`src/rtl/game_pkg.sv`:
```
// Shared definitions for the game session controller and its game cores.
// Latency: n/a (package only).
// Backpressure: n/a (package only).
package game_pkg;

    // Result digits a game core shows at the end of a round.
    localparam logic [3:0] DIGIT_RIGHT = 4'd10;
    localparam logic [3:0] DIGIT_WRONG = 4'd11;

    // disp_mode encodings towards the display driver.
    localparam logic [1:0] MODE_MENU  = 2'd0;
    localparam logic [1:0] MODE_PLAY  = 2'd1;
    localparam logic [1:0] MODE_SCORE = 2'd2;

    typedef enum logic [1:0] {
        ST_MENU  = 2'd0,
        ST_ARMED = 2'd1,
        ST_PLAY  = 2'd2,
        ST_SCORE = 2'd3
    } state_t;

    function automatic logic is_result(input logic [3:0] v);
        return (v == DIGIT_RIGHT) || (v == DIGIT_WRONG);
    endfunction

endpackage

```
`src/rtl/btn_edge.sv`:
```
// Rising-edge detector for four already-debounced button levels.
// Latency: rise is combinational from btn against the registered previous level.
// Backpressure: none; every rising edge yields exactly one cycle of rise.
// Ports: clk, rst_n (async active-low), btn[3:0] levels in, rise[3:0] pulses out.
module btn_edge (
    input  logic       clk,
    input  logic       rst_n,
    input  logic [3:0] btn,
    output logic [3:0] rise
);

    logic [3:0] btn_q;

    always_ff @(posedge clk or negedge rst_n) begin
        if (!rst_n) begin
            btn_q <= 4'd0;
        end else begin
            btn_q <= btn;
        end
    end

    assign rise = btn & ~btn_q;

endmodule

```
`src/rtl/game_session_ctrl.sv`:
```
// Session controller: game menu, core enable/mux, round and score tally, score display.
// Latency: all outputs registered; one cycle from button edge or core digit to output.
// Backpressure: none; button edges are consumed or forwarded the cycle they occur.
// Ports: clk, reset (async active-low), btn[3:0] levels, game_value[4*NUM_GAMES-1:0] core digits,
//        game_run one-hot core enable, game_btn forwarded edges, disp_value/disp_mode display, score.
module game_session_ctrl
    import game_pkg::*;
#(
    parameter int NUM_GAMES    = 4,
    parameter int ROUNDS       = 8,
    parameter int SCORE_CYCLES = 10_000_000
) (
    input  logic                   clk,
    input  logic                   reset,
    input  logic [3:0]             btn,
    input  logic [4*NUM_GAMES-1:0] game_value,
    output logic [NUM_GAMES-1:0]   game_run,
    output logic [3:0]             game_btn,
    output logic [3:0]             disp_value,
    output logic [1:0]             disp_mode,
    output logic [3:0]             score
);

    localparam int         CW        = (SCORE_CYCLES > 1) ? $clog2(SCORE_CYCLES) : 1;
    localparam logic [CW-1:0] CNT_LAST = CW'(SCORE_CYCLES - 1);
    localparam logic [1:0] SEL_MAX   = 2'(NUM_GAMES - 1);
    localparam logic [3:0] ROUND_MAX = 4'(ROUNDS);

    state_t           state, state_nxt;
    logic [1:0]       sel, sel_nxt;
    logic [3:0]       round, round_nxt;
    logic [3:0]       score_nxt;
    logic [3:0]       pv;
    logic [CW-1:0]    cnt, cnt_nxt;
    logic [3:0]       rise;
    logic [3:0]       cur;
    logic             sel_ok;
    logic             entry_right, entry_wrong;

    logic [NUM_GAMES-1:0] run_nxt;
    logic [3:0]           gbtn_nxt;
    logic [3:0]           dval_nxt;
    logic [1:0]           dmode_nxt;

    btn_edge u_btn_edge (
        .clk   (clk),
        .rst_n (reset),
        .btn   (btn),
        .rise  (rise)
    );

    // With fewer than four cores a corrupted sel can point past the last core.
    generate
        if (NUM_GAMES < 4) begin : g_sel_chk
            assign sel_ok = (sel <= SEL_MAX);
        end else begin : g_sel_full
            assign sel_ok = 1'b1;
        end
    endgenerate

    assign cur = sel_ok ? game_value[{sel, 2'b00} +: 4] : 4'd0;

    // Only a change into a result digit counts, so a held result scores once
    // while a direct RIGHT<->WRONG swap is a fresh result.
    assign entry_right = (cur == DIGIT_RIGHT) && (pv != DIGIT_RIGHT);
    assign entry_wrong = (cur == DIGIT_WRONG) && (pv != DIGIT_WRONG);

    always_comb begin
        state_nxt = state;
        sel_nxt   = sel;
        round_nxt = round;
        score_nxt = score;
        cnt_nxt   = '0;
        gbtn_nxt  = 4'd0;

        if (!sel_ok) begin
            state_nxt = ST_MENU;
            sel_nxt   = 2'd0;
        end else begin
            case (state)
                ST_MENU: begin
                    if (rise[3]) begin
                        state_nxt = ST_ARMED;
                        round_nxt = 4'd0;
                        score_nxt = 4'd0;
                    end else if (rise[1] && !rise[0]) begin
                        sel_nxt = (sel == SEL_MAX) ? 2'd0 : sel + 2'd1;
                    end else if (rise[0] && !rise[1]) begin
                        sel_nxt = (sel == 2'd0) ? SEL_MAX : sel - 2'd1;
                    end
                end
                ST_ARMED: begin
                    // Wait for full release so the start press never reaches the core.
                    if (btn == 4'd0) begin
                        state_nxt = ST_PLAY;
                    end
                end
                ST_PLAY: begin
                    gbtn_nxt = rise;
                    if (rise[2] && btn[3]) begin
                        state_nxt = ST_MENU;
                        round_nxt = 4'd0;
                        score_nxt = 4'd0;
                    end else begin
                        if (entry_right || entry_wrong) begin
                            if (round != ROUND_MAX) round_nxt = round + 4'd1;
                        end
                        if (entry_right && (score != ROUND_MAX)) begin
                            score_nxt = score + 4'd1;
                        end
                        // Leave only once the core has stopped showing its last result.
                        if ((round == ROUND_MAX) && !is_result(cur)) begin
                            state_nxt = ST_SCORE;
                        end
                    end
                end
                ST_SCORE: begin
                    if ((rise != 4'd0) || (cnt == CNT_LAST)) begin
                        state_nxt = ST_MENU;
                    end else begin
                        cnt_nxt = cnt + CW'(1);
                    end
                end
                default: begin
                    state_nxt = ST_MENU;
                    sel_nxt   = 2'd0;
                end
            endcase
        end

        // Outputs are derived from the next state so they register together with it.
        run_nxt   = '0;
        dval_nxt  = {2'b00, sel_nxt} + 4'd1;
        dmode_nxt = MODE_MENU;
        case (state_nxt)
            ST_PLAY: begin
                run_nxt   = NUM_GAMES'(1) << sel_nxt;
                dval_nxt  = cur;
                dmode_nxt = MODE_PLAY;
            end
            ST_SCORE: begin
                dval_nxt  = score_nxt;
                dmode_nxt = MODE_SCORE;
            end
            default: begin
            end
        endcase
    end

    always_ff @(posedge clk or negedge reset) begin
        if (!reset) begin
            state      <= ST_MENU;
            sel        <= 2'd0;
            round      <= 4'd0;
            score      <= 4'd0;
            pv         <= 4'd0;
            cnt        <= '0;
            game_run   <= '0;
            game_btn   <= 4'd0;
            disp_value <= 4'd0;
            disp_mode  <= MODE_MENU;
        end else begin
            state      <= state_nxt;
            sel        <= sel_nxt;
            round      <= round_nxt;
            score      <= score_nxt;
            pv         <= cur;
            cnt        <= cnt_nxt;
            game_run   <= run_nxt;
            game_btn   <= gbtn_nxt;
            disp_value <= dval_nxt;
            disp_mode  <= dmode_nxt;
        end
    end

endmodule

```
`config.mk`:
```
export PLATFORM = sky130hd
export DESIGN_NAME = game_session_ctrl
export DESIGN_NICKNAME = d
export VERILOG_FILES = /design/src/rtl/game_pkg.sv /design/src/rtl/btn_edge.sv /design/src/rtl/game_session_ctrl.sv
export SDC_FILE = /design/constraint.sdc
export NUM_CORES = 1
export LEC_CHECK = 0
export BUFFER_PORTS_ARGS = -buffer_cell sky130_fd_sc_hd__buf_2
export CELL_PAD_IN_SITES_DETAIL_PLACEMENT = 1
export CELL_PAD_IN_SITES_GLOBAL_PLACEMENT = 1
export CORE_ASPECT_RATIO = 0.6
export CORE_UTILIZATION = 48
export CTS_CLUSTER_SIZE = 20
export DETAILED_ROUTE_END_ITERATION = 7
export PLACE_DENSITY = 0.84
export SLEW_MARGIN = 20
export SYNTH_ARGS = -nofsm -noshare
export SYNTH_HDL_FRONTEND = slang
export SYNTH_HIERARCHICAL = 1
export SYNTH_SLANG_ARGS = --single-unit
```
`constraint.sdc`:
```
create_clock -name clk -period 5.5 [get_ports clk]
set_clock_uncertainty 0.2 [all_clocks]
set_input_delay 1.1 -clock clk [delete_from_list [all_inputs] [get_ports clk]]
set_output_delay 1.1 -clock clk [all_outputs]
set_load 0.02 [all_outputs]
```
* Word-level counts from Yosys, hierarchy flattened
Index checks and enable logic that the tools add are counted.
** Storage, ports and cells
- Register bits :: 58
- Bits of input ports :: 22
- Output and inout port bits :: 18
- Word-level logic and storage cells :: 84
** Cells by class
- Add/subtract/negate cells :: 6
- Equal/unequal tests :: 17
- Shifts and indexed selects :: 2
- Muxes and demuxes :: 27
- Bitwise gates (word level) :: 2
- Reductions and logical operators :: 19
** Operator list (count)
- 24-bit 2-to-1 mux :: 2
- 4-bit 2-to-1 mux :: 9
- 24-bit by 1-bit adder with 24-bit output, second input constant :: 1
- 24-bit equality test, second input constant :: 1
- 4-bit case mux with 2 select lines :: 3
- 2-bit 2-to-1 mux :: 11
- 4-bit != test, second input constant :: 4
- 16-bit by 5-bit variable part select with 4-bit output :: 1
- 4-bit equality test, second input constant :: 3
- 2-bit equality test, second input constant :: 5
- 4-bit by 1-bit adder with 4-bit output, second input constant :: 2
- 2-bit case mux with 4 select lines :: 1
- 1-bit logical AND :: 7
- 3-bit != test, second input constant :: 2
- 4-bit bitwise AND :: 1
- 2-bit zero test :: 2
- 4-bit zero test :: 1
- 4-bit NOT :: 1
- 2-bit case mux with 2 select lines :: 1
- 4-bit AND reduction :: 1
- 4-bit nonzero test :: 1
- 1-bit by 2-bit left shift with 4-bit output, first input constant :: 1
- 2-bit by 1-bit adder with 3-bit output, second input constant :: 1
- 1-bit zero test :: 3
- other kinds (6) :: 8

* Longest topological paths before layout
Gate-level depths: netlist of the first run.
- Depth after elaboration :: 10
- Depth in mapped cells :: 9
- Gate-level depth less buffers :: 9

* By module
Netlist of the first run, hierarchy kept.
** By module, submodules not included
- game_session_ctrl :: times used 1, cells each 283, area each 2851.5 um2
- btn_edge :: times used 1, cells each 8, area each 155.1 um2

* Worst setup path after synthesis of the first run
No wires, ideal clock.
- Kind :: input-to-reg
- From :: input game_value[12]
- To :: register score[3]
- Arrival time :: 2525 ps
- Setup slack :: 2654 ps
- Stages on the path :: 5
- Buffers on the path :: 0
- Cell sequence :: mux4_2 or3_4 nor3_2 o21ai_1 a22o_1
** On the way
- Word-level cells in the longest chain between the ends :: 7
** Ends and longest elaborated chain
- start: declaration :: RTL line game_session_ctrl.sv:16 : input logic [4*NUM_GAMES-1:0] game_value,
- 16-bit by 5-bit variable part select with 4-bit output :: RTL line game_session_ctrl.sv:61 : assign cur = sel_ok ? game_value[{sel, 2'b00} +: 4] : 4'd0;
- 4-bit equality test :: RTL line game_session_ctrl.sv:65 : assign entry_right = (cur == DIGIT_RIGHT) && (pv != DIGIT_RIGHT);
- 1-bit logical AND :: RTL line game_session_ctrl.sv:65
- 1-bit logical AND :: RTL line game_session_ctrl.sv:108 : if (entry_right && (score != ROUND_MAX)) begin
- 4-bit 2-to-1 mux :: RTL line game_session_ctrl.sv:108
- 4-bit 2-to-1 mux :: RTL line game_session_ctrl.sv:100 : if (rise[2] && btn[3]) begin
- 4-bit case mux with 2 select lines :: RTL line game_session_ctrl.sv:80 : case (state)
- named net score_nxt[3] :: RTL line game_session_ctrl.sv:32 : logic [3:0] score_nxt;
- end signal: assignment :: RTL line game_session_ctrl.sv:166 : score <= score_nxt;
- end: declaration :: RTL line game_session_ctrl.sv:21 : output logic [3:0] score
The timed path passes the listed nets, and every way through them passes these cells.
A chain may end at the register's enable or synchronous reset.

* Worst setup path after layout of the first run
- From :: input btn[3]
- To :: register disp_value[2]
** On the way
- Elaborated cells between the ends (all ways) :: 19
- Classes of those cells :: 1 x add/sub; 2 x eq/ne; 11 x mux; 1 x bitwise; 4 x reduce/logical
** RTL lines
- start: declaration :: RTL line game_session_ctrl.sv:15 : input logic [3:0] btn,
- 4-bit bitwise AND :: RTL line btn_edge.sv:22 : assign rise = btn & ~btn_q;
- named net rise[3] :: RTL line game_session_ctrl.sv:35 : logic [3:0] rise;
- 2-bit 2-to-1 mux :: RTL line game_session_ctrl.sv:82 : if (rise[3]) begin
- 2-bit 2-to-1 mux :: RTL line game_session_ctrl.sv:80
- named net sel_nxt[0] :: RTL line game_session_ctrl.sv:30 : logic [1:0] sel, sel_nxt;
- 2-bit by 1-bit adder with 3-bit output :: RTL line game_session_ctrl.sv:133 : dval_nxt = {2'b00, sel_nxt} + 4'd1;
- 4-bit case mux with 2 select lines :: RTL line game_session_ctrl.sv:135 : case (state_nxt)
- named net dval_nxt[2] :: RTL line game_session_ctrl.sv:42 : logic [3:0] dval_nxt;
- end signal: assignment :: RTL line game_session_ctrl.sv:171 : disp_value <= dval_nxt;
- end: declaration :: RTL line game_session_ctrl.sv:19 : output logic [3:0] disp_value,
The timed path passes the listed nets, and every way through them passes these cells.

==> flow_metrics.py, run 1 <==
metrics = {
    "timing": {
        "hold_violations": 0,
        "finalSetupTns_ns": 0,
        "post-route-min-period_ns": 3.04,
        "whs_ns": 0.322,
        "finalMaxSlewViolations": 0,
        "worstMarginPinSlew_ns": 0.789,
        "setup_slack_ns": 2.46,
        "relSlewSlack": 0.474,
        "setup_viol": 0,
        "rsz0062_at_grt": "false",
        "fin_crit_sh": 0.552,
        "fmax_mhz": 329,
    },
    "floorplan": {
        "die_x_um": 104,
        "initial_core_util": 0.518,
        "fp.coreArea_um2": 5810,
        "ioPinCount": 40,
        "die-area_um2": 6590,
        "row_count": 21,
        "die_h_um": 63.3,
    },
    "route": {
        "remaining_drc_errors": 0,
        "wl_um": 7870,
        "via_per_inst": 5.81,
        "vias": 2436,
        "first_pass_iters": 4,
        "wire_per_inst_um": 18.8,
        "ant_nets": 0,
        "drt_iter0_markers": 135,
    },
    "critical_path": {
        "critical_path.cell_chain": "buf_2, nor2b_4, or3_1, nor2_1, a21oi_1, a31oi_1, ha_1, inv_1, o221ai_1",
        "path_max_fanout": 5,
        "crit_arrival_ns": 3.10,
        "critPathLaunchType": "input pin",
        "crit_required_ns": 5.56,
        "end_kind": "flop",
        "worstSetupPathType": "input pin to flop",
        "crit_path_max_incr_delay_ns": 0.54,
        "slowest_stage": "a31oi_1",
    },
    "place": {
        "portBuffers": 39,
        "place_congestion": 0.821,
        "hpwlAfterDp_um": 5580,
        "placed_area_um2": 3270,
        "place_ws_ns": 2.16,
        "dp.cells": 403,
    },
    "power": {
        "leakage_nw": 1.58,
        "fin_total_pwr_mw": 1.28,
        "p_per_area_nw_per_um2": 370,
        "vdd_drop_max_uv": 207,
    },
    "job": {
        "timing.max_cap.violations": 0,
    },
    "yosys": {
        "synth_fp_nets": 324,
        "synth_cell_type_count": 51,
        "yosysTopAreaCell": "dfrtp_1",
        "ys_seq_area_frac": 0.483,
        "async_reset_ff_frac": 1.00,
        "synth-seq-cells": 58,
        "avgSynthCellArea_um2": 10.3,
        "synth_top_area_share": 0.483,
        "synthTopCellsByArea": "dfrtp_1 (48%), nor2_1 (4.6%), ha_1 (4.6%)",
        "synthFlopType": "dfrtp_1",
        "synth_area_um2": 3010,
        "syn_inst": 291,
        "synth_edf_count": 0,
        "ys_warn_count": 6,
    },
    "finish": {
        "fin_area_um2": 3470,
        "regArea_um2": 1450,
        "antenna_cells": 0,
        "drive_above_1_share": 0.209,
        "fin_util": 0.598,
        "multiInputGateArea_um2": 1460,
        "layout.cells.non_filler": 419,
        "n_fill_cell": 665,
        "fin_nets": 367,
        "layout-area-overhead-vs-synth_pct": 15.6,
    },
    "clock_tree": {
        "clock_path_buffers": 2,
        "root_buffer": "clkbuf_8",
        "cts_tree": "built",
        "post_cts_buffers": 0,
        "clk_pin_slew_worst_paths_ns": 0.07,
        "cts_buffers": 9,
        "cts_sinks": 58,
        "clk_latency_ns": 0.35,
        "htreeDepth": 3,
        "cts_resized": 0,
        "holdBufCountCts": 0,
    },
    "grt": {
        "gr-total-overflow": 0,
        "grt_pass1_vias": 2523,
        "grt_max_degree": 59,
        "antenna_found_initial": 0,
        "grt_pass1_wl_um": 13300,
        "grtUsageTotal": 0.273,
    },
    "outcome": {
        "status": "finished, final reports clean",
    },
    "hold_path": {
        "hold_class": "flop to flop",
    },
}
## kinds of logic after synthesis
logic type	Yosys count	share of synthesized area
AOI/OAI and AO/OA	40	0.0920
DFF	58	0.483
buffers and inverters	24	0.0329
xor gates and xnor gates	21	0.0612
muxes	6	0.0391
adders and majority gates	11	0.0458
and+or+nand+nor	131	0.246
## cell usage in the layout (no fill, tap or decap), drive strengths merged, types with 9 or more instances in the layout
cell and instances:
dfrtp 58, buf 40, nor2 37, nand2 18, inv 16, xnor2 12, nand3 11, ha 11
clkbuf 10, o21ai 10, a21oi 9, xor2 9, and2 9, nor3 9
## worst paths after layout
path	from	end	slack [ns]	depth (start not counted)
setup / recovery	btn[3]	disp_value[2]$_DFF_PN0_	2.46	9
hold / removal	cnt[0]$_DFF_PN0_	cnt[0]$_DFF_PN0_	0.32	1
setup reg to reg	sel[0]$_DFF_PN0_	disp_value[1]$_DFF_PN0_	2.88	5
hold reg to reg	cnt[0]$_DFF_PN0_	cnt[0]$_DFF_PN0_	0.32	1
max in group asynchronous	reset	game_btn[3]$_DFF_PN0_	3.92	2
min in group asynchronous	reset	score[2]$_DFF_PN0_	0.70	2
## Yosys cell counts, types with 3 or more instances
| cell | count |
|---|---|
| a21oi_1 | 9 |
| xor2_1 | 9 |
| o21ai_0 | 9 |
| nand3_1 | 11 |
| and4_1 | 4 |
| nor4bb_1 | 3 |
| nand2b_1 | 3 |
| nand2_1 | 18 |
| and3_1 | 6 |
| dfrtp_1 | 58 |
| a31oi_1 | 4 |
| ha_1 | 11 |
| nor2b_4 | 4 |
| nor3_1 | 8 |
| and2_1 | 9 |
| o221ai_1 | 3 |
| xnor2_1 | 12 |
| nor4_1 | 5 |
| or3_1 | 3 |
| nor2_1 | 37 |
| clkbuf_1 | 6 |
| inv_1 | 16 |
| nand4_1 | 6 |
## registers in the layout (all words and copies together) (netlist names)
register / cells
score: 4
disp_mode: 2
cnt: 24
sel: 2
u_btn_edge/btn_q: 4
game_run: 4
pv: 4
disp_value: 4
game_btn: 4
state: 2
round: 4
## routing by layer
layer	share of wire	vias up	GRT usage	wire length (um)
li1	-	1111	-	-
met1	0.47	1242	0.374	3680
met2	0.44	74	0.391	3500
met3	0.073	9	0.102	578
met4	0.014	0	0.104	107
met5	0	-	0	0
## cell type report
type / count / area share
clock buffer: 10 / 0.0396
clock inverter: 6 / 0.0191
inverter: 16 / 0.0173
multi-input combinational: 209 / 0.419
sequential: 58 / 0.418
tap: 80 / 0.0288
timing repair buffer: 40 / 0.0583
## worst max-delay path, delay by kind of cell
family	cells	cell delay (ns)
fa+ha+maj	1	0.30
buf+inv	2	0.19
compound gates	3	0.82
simple gates	3	0.68
## power by group
group          internal, mW  switching, mW
registers             0.478         0.0623
logic                 0.138          0.206
clock network         0.221          0.179
total                 0.837          0.447
No activity file was read; power rests on OpenSTA's default activity.
==> run 2: changes to the inputs <==
--- a/config.mk
+++ b/config.mk
@@ -9,10 +9,10 @@
 export CELL_PAD_IN_SITES_DETAIL_PLACEMENT = 1
 export CELL_PAD_IN_SITES_GLOBAL_PLACEMENT = 1
 export CORE_ASPECT_RATIO = 0.6
-export CORE_UTILIZATION = 48
+export CORE_UTILIZATION = 40
 export CTS_CLUSTER_SIZE = 20
 export DETAILED_ROUTE_END_ITERATION = 7
-export PLACE_DENSITY = 0.84
+export PLACE_DENSITY = 0.75
 export SLEW_MARGIN = 20
 export SYNTH_ARGS = -nofsm -noshare
 export SYNTH_HDL_FRONTEND = slang
==> constraint.sdc (replaced) <==
create_clock -name clk -period 2.7 [get_ports clk]
set_clock_uncertainty 0.2 [all_clocks]
set_input_delay 0.54 -clock clk [delete_from_list [all_inputs] [get_ports clk]]
set_output_delay 0.54 -clock clk [all_outputs]
set_load 0.02 [all_outputs]
==> run 2 against run 1 <==
Compared with the run above: critical path type is now flop to flop; setup slack got worse by 2.3 ns; first-iteration DRC count decreased by 17%; sequential share of layout area decreased by 2.7 points; clock power increased to 3.2 times the previous value; highest routed layer unchanged; via count decreased by 1.1%; design area increased by 6.9%; largest cell class unchanged; non-clock buffer count increased by 8; routed wire length decreased by 2.6%; utilization decreased by 8.7 points; sequential power increased by 100%; register-to-register slack got worse by 2.7 ns.
==> flow_metrics.py, run 2 (synthesis results as in run 1) <==
metrics = {
    "critical_path": {
        "crit_arrival_ns": 2.60,
        "worstSetupPathType": "flop to flop",
        "critPathLaunchType": "flop",
        "slowest_stage": "mux4_2",
        "worst-path-buf-inv": 0,
        "end_kind": "flop",
        "cp_top_family": "multiplexers",
        "path_max_fanout": 8,
        "crit_path_max_incr_delay_ns": 0.63,
        "crit_required_ns": 2.74,
        "critical_path.cell_chain": "mux4_2, or3_4, o32ai_1, a31oi_1, o221ai_2",
    },
    "finish": {
        "regMostFlops": "cnt",
        "final_cell_mix": "dfrtp_1 (58), buf_2 (39), nor2_1 (37), nand2_1 (18), inv_1 (16)",
        "antenna_cells": 0,
        "fin_nets": 375,
        "largest_register_ffs": 24,
        "final_common_cell": "dfrtp_1",
        "layout-area-overhead-vs-synth_pct": 23.6,
        "drive_above_1_share": 0.225,
    },
    "route": {
        "remaining_drc_errors": 0,
        "wl_um": 7670,
        "via_per_inst": 5.34,
        "ant_nets": 0,
        "drt_iter0_markers": 112,
        "wire_per_inst_um": 17.0,
        "first_pass_iters": 4,
        "vias": 2410,
    },
    "power": {
        "leakage_nw": 1.69,
        "vdd_drop_max_uv": 392,
        "fin_total_pwr_mw": 3.07,
        "p_per_area_nw_per_um2": 825,
    },
    "clock_tree": {
        "htreeDepth": 3,
        "root_buffer": "clkbuf_16",
        "clk_latency_ns": 0.33,
        "cts_tree": "built",
        "clock_path_buffers": 2,
        "cts_sinks": 58,
        "holdBufCountCts": 1,
        "clk_pin_slew_worst_paths_ns": 0.05,
        "cts_buffers": 9,
        "cts_resized": 0,
        "post_cts_buffers": 0,
    },
    "floorplan": {
        "ioPinCount": 40,
        "die_x_um": 114,
        "fp.coreArea_um2": 7270,
        "initial_core_util": 0.414,
        "die-area_um2": 7880,
        "row_count": 24,
        "die_h_um": 69.2,
    },
    "timing": {
        "worstMarginPinSlew_ns": 0.501,
        "relSlewSlack": 0.664,
        "finalSetupTns_ns": 0,
        "finalMaxSlewViolations": 0,
        "fmax_mhz": 392,
        "setup_viol": 0,
        "hold_violations": 0,
        "fin_crit_sh": 0.946,
        "post-route-min-period_ns": 2.55,
        "rsz0062_at_grt": "false",
    },
    "place": {
        "portBuffers": 39,
        "place_congestion": 0.804,
        "hpwlAfterDp_um": 5490,
    },
    "grt": {
        "gr-total-overflow": 0,
        "grtUsageTotal": 0.219,
        "grt_pass1_wl_um": 13000,
        "grt_pass1_vias": 2392,
        "antenna_found_initial": 0,
        "grt_max_degree": 46,
    },
    "outcome": {
        "status": "finished, final reports clean",
    },
    "hold_path": {
        "hold_class": "input pin to flop",
    },
    "job": {
        "timing.max_cap.violations": 0,
    },
}
## run 2: cell count changes in the layout (fill, tap and decap cells not counted), moves of 2 or more
cell,before,now
clkbuf_16,0,9
clkinvlp_4,3,1
clkbuf_8,10,3
buf_4,1,7
## run 2: metrics by stage
step / std cells / util / area, um2 / worst slack [ns] / hold slack [ns]
2_1_floorplan: 291 / - / 3010 / 0.414 / 0.0444
3_3_place_gp: 434 / 0.463 / 3370 / 0.172 / 0.264
3_5_place_dp: 434 / 0.463 / 3370 / 0.148 / 0.268
4_1_cts: 451 / 0.511 / 3710 / 0.153 / 0.146
5_1_grt: 451 / 0.511 / 3710 / 0.0230 / 0.156
6_report: 451 / 0.511 / 3710 / 0.147 / 0.164
## run 2: layout make-up
| type | instances | area (um2) |
|---|---|---|
| fill | 844 | 3550 |
| multi-input combinational | 209 | 1460 |
| sequential | 58 | 1450 |
| timing repair buffer | 48 | 278 |
| clock buffer | 12 | 267 |
| tap | 104 | 130 |
| clock inverter | 4 | 72.6 |
| inverter | 16 | 60.1 |
## run 2: layer usage
metal / up-vias / GRT usage / part of all wire
met3: 12 / 0.0519 / 0.043
li1: 1133 / - / -
met4: 0 / 0.0823 / 0.012
met2: 63 / 0.282 / 0.39
met5: - / 0 / 0
met1: 1202 / 0.347 / 0.56
## run 2: worst paths after layout
path                                       start                       endpoint  slack, ns  cells after the start
worst min register to register  cnt[0]$_DFF_PN0_               cnt[0]$_DFF_PN0_       0.33                      1
worst max-delay path            sel[0]$_DFF_PN0_        disp_value[1]$_DFF_PN0_       0.15                      5
worst min-delay path                      btn[1]  u_btn_edge/btn_q[1]$_DFF_PN0_       0.16                      1
max in group asynchronous                  reset             score[2]$_DFF_PN0_       1.28                      3
worst max register to register  sel[0]$_DFF_PN0_        disp_value[1]$_DFF_PN0_       0.15                      5
min in group asynchronous                  reset              cnt[15]$_DFF_PN0_       0.46                      2
## run 2: worst register-to-register path, cell delays in order, from the launching register on
cell and delay [ns]:
dfrtp_1 0.55, mux4_2 0.63, or3_4 0.45, o32ai_1 0.32, a31oi_1 0.15, o221ai_2 0.17
## run 2: power breakdown
part           internal [mW]  switching [mW]  total, mW
Clock                  0.880           0.394       1.27
Combinational          0.299           0.400      0.699
Sequential             0.975           0.117       1.09
Total                   2.15           0.911       3.07
==> run 3: changes to the inputs <==
--- a/config.mk
+++ b/config.mk
@@ -9,10 +9,11 @@
 export CELL_PAD_IN_SITES_DETAIL_PLACEMENT = 1
 export CELL_PAD_IN_SITES_GLOBAL_PLACEMENT = 1
 export CORE_ASPECT_RATIO = 0.6
-export CORE_UTILIZATION = 40
+export CORE_UTILIZATION = 45
 export CTS_CLUSTER_SIZE = 20
 export DETAILED_ROUTE_END_ITERATION = 7
-export PLACE_DENSITY = 0.75
+export PLACE_DENSITY = 0.79
+export RECOVER_POWER = 25
 export SLEW_MARGIN = 20
 export SYNTH_ARGS = -nofsm -noshare
 export SYNTH_HDL_FRONTEND = slang
==> constraint.sdc (replaced) <==
create_clock -name clk -period 2.6 [get_ports clk]
set_clock_uncertainty 0.2 [all_clocks]
set_input_delay 0.52 -clock clk [delete_from_list [all_inputs] [get_ports clk]]
set_output_delay 0.52 -clock clk [all_outputs]
set_load 0.02 [all_outputs]
==> run 3 against run 2 <==
Compared with the run above: die area decreased by 11%; worst hold slack got worse by 0.043 ns; flip-flop and latch count unchanged; sequential power is 4% higher; register-to-register slack worse by 0.06 ns; cell count decreased by 3.3%; utilization increased by 5.9 points; setup slack got worse by 0.055 ns; combinational power rose by 15%; first-iteration DRC count grew 23%; clock-buffer cell count grew 1; design area shrank 3.6%; critical endpoint is now disp_value[3]$_DFF_PN0_; highest routed layer unchanged.
==> flow_metrics.py, run 3 (synthesis results as in run 1) <==
metrics = {
    "route": {
        "met1_length_um": 3960,
        "drt_iter0_markers": 138,
        "wl_um": 7950,
        "ant_nets": 0,
        "top_layer_used": "met4",
        "wl_met3_um": 519,
        "vias": 2461,
        "wire_per_inst_um": 18.2,
        "dr_wl_met2_um": 3380,
        "via_per_inst": 5.64,
        "remaining_drc_errors": 0,
        "first_pass_iters": 4,
    },
    "finish": {
        "fin_util": 0.570,
        "layout-area-overhead-vs-synth_pct": 19.1,
        "final_common_cell": "dfrtp_1",
        "regMostFlops": "cnt",
        "antenna_cells": 0,
        "final_cell_mix": "dfrtp_1 (58), nor2_1 (37), buf_2 (35), nand2_1 (18), inv_1 (16)",
        "drive_above_1_share": 0.222,
        "fin_nets": 381,
        "largest_register_ffs": 24,
    },
    "floorplan": {
        "die_h_um": 65.3,
        "die-area_um2": 7020,
        "row_count": 22,
        "initial_core_util": 0.479,
        "fp.coreArea_um2": 6280,
        "ioPinCount": 40,
        "die_x_um": 108,
    },
    "critical_path": {
        "crit_required_ns": 2.61,
        "worstSetupStartpoint": "sel[0]$_DFF_PN0_",
        "r2r_end": "disp_value[3]$_DFF_PN0_",
        "rr_worst_depth": 5,
        "crit_arrival_ns": 2.52,
        "worstSetupPathType": "flop to flop",
        "path_max_fanout": 5,
        "critPathLaunchType": "flop",
        "r2r_start": "sel[0]$_DFF_PN0_",
        "end_kind": "flop",
        "timing.reg2reg.setup_slack_ns": 0.09,
        "cp-endpoint": "disp_value[3]$_DFF_PN0_",
    },
    "timing": {
        "setup_slack_ns": 0.0916,
        "finalMaxSlewViolations": 0,
        "fin_crit_sh": 0.965,
        "hold_violations": 0,
        "relSlewSlack": 0.0565,
        "finalSetupTns_ns": 0,
        "setup_viol": 0,
        "fmax_mhz": 399,
        "rsz0062_at_grt": "false",
        "post-route-min-period_ns": 2.51,
        "worstMarginPinSlew_ns": 1.42,
    },
    "job": {
        "timing.max_cap.violations": 0,
    },
    "grt": {
        "grt_pass1_vias": 2561,
        "gr-total-overflow": 0,
        "grt_max_degree": 59,
        "antenna_found_initial": 0,
        "grt_pass1_wl_um": 13300,
        "grtUsageTotal": 0.259,
    },
    "power": {
        "p_per_area_nw_per_um2": 780,
        "leakage_nw": 1.64,
        "vdd_drop_max_uv": 472,
    },
    "place": {
        "hpwlAfterDp_um": 5780,
        "place_congestion": 0.820,
        "portBuffers": 39,
        "place_ws_ns": 0.0427,
    },
    "clock_tree": {
        "clk_pin_slew_worst_paths_ns": 0.07,
        "htreeDepth": 3,
        "clock_path_buffers": 2,
        "clk_latency_ns": 0.35,
        "cts_tree": "built",
        "post_cts_buffers": 0,
        "cts_buffers": 9,
        "root_buffer": "clkbuf_8",
        "cts_sinks": 58,
    },
    "hold_path": {
        "hold_class": "input pin to flop",
        "min_from": "btn[0]",
    },
    "outcome": {
        "status": "finished, final reports clean",
    },
}
run 3: worst max-delay path: stages (launching register included):
cell and delay, ns:
dfrtp_1 0.48, mux4_2 0.60, or3_4 0.44, nor3_2 0.28
nor2_1 0.06, o21ai_0 0.31
run 3: stage by stage:
stage	power (mW)	hold WS [ns]	cells	cell area, um2
2_1_floorplan	1.62	0.0244	291	3010
3_3_place_gp	1.88	0.307	420	3390
3_5_place_dp	1.94	0.300	420	3390
4_1_cts	2.82	0.0925	436	3600
5_1_grt	2.94	0.103	436	3580
6_report	2.79	0.120	436	3580
run 3: power breakdown:
group	total (mW)	internal [mW]	switching, mW	leakage (nW)
Combinational	0.806	0.347	0.459	0.764
Sequential	1.13	1.01	0.116	0.775
Clock	0.858	0.514	0.344	0.106
Total	2.79	1.87	0.919	1.64
run 3: timing repair:
action / 4_1_cts / 5_1_grt
hold buffers: 1 / 0
endpoints found under the setup margin: 0 / 0
resized for setup: 0 / 0
endpoints found under the hold margin: 58 / 0
run 3: layout make-up:
cell class / instances / area [um2]
Clock buffer: 13 / 169
Multi-Input combinational cell: 209 / 1460
Tap cell: 84 / 105
Sequential cell: 58 / 1450
Timing Repair Buffer: 54 / 303
Fill cell: 717 / 2700
Clock inverter: 2 / 35.0
Inverter: 16 / 60.1
run 3: worst min path at each step:
stage	end	slack, ns	cells after the start
global placement	cnt[0]$_DFF_PN0_	0.31	1
CTS	u_btn_edge/btn_q[0]$_DFF_PN0_	0.09	1
floorplan	cnt[0]$_DFF_PN0_	0.02	0
finish	u_btn_edge/btn_q[0]$_DFF_PN0_	0.12	1
global route	u_btn_edge/btn_q[0]$_DFF_PN0_	0.10	1
detailed placement	cnt[0]$_DFF_PN0_	0.30	1
run 3: layer usage:
| layer | track usage | vias to the layer above |
|---|---|---|
| li1 | - | 1140 |
| met1 | 0.379 | 1230 |
| met2 | 0.360 | 83 |
| met3 | 0.0794 | 8 |
| met4 | 0.0873 | 0 |
| met5 | 0 | - |
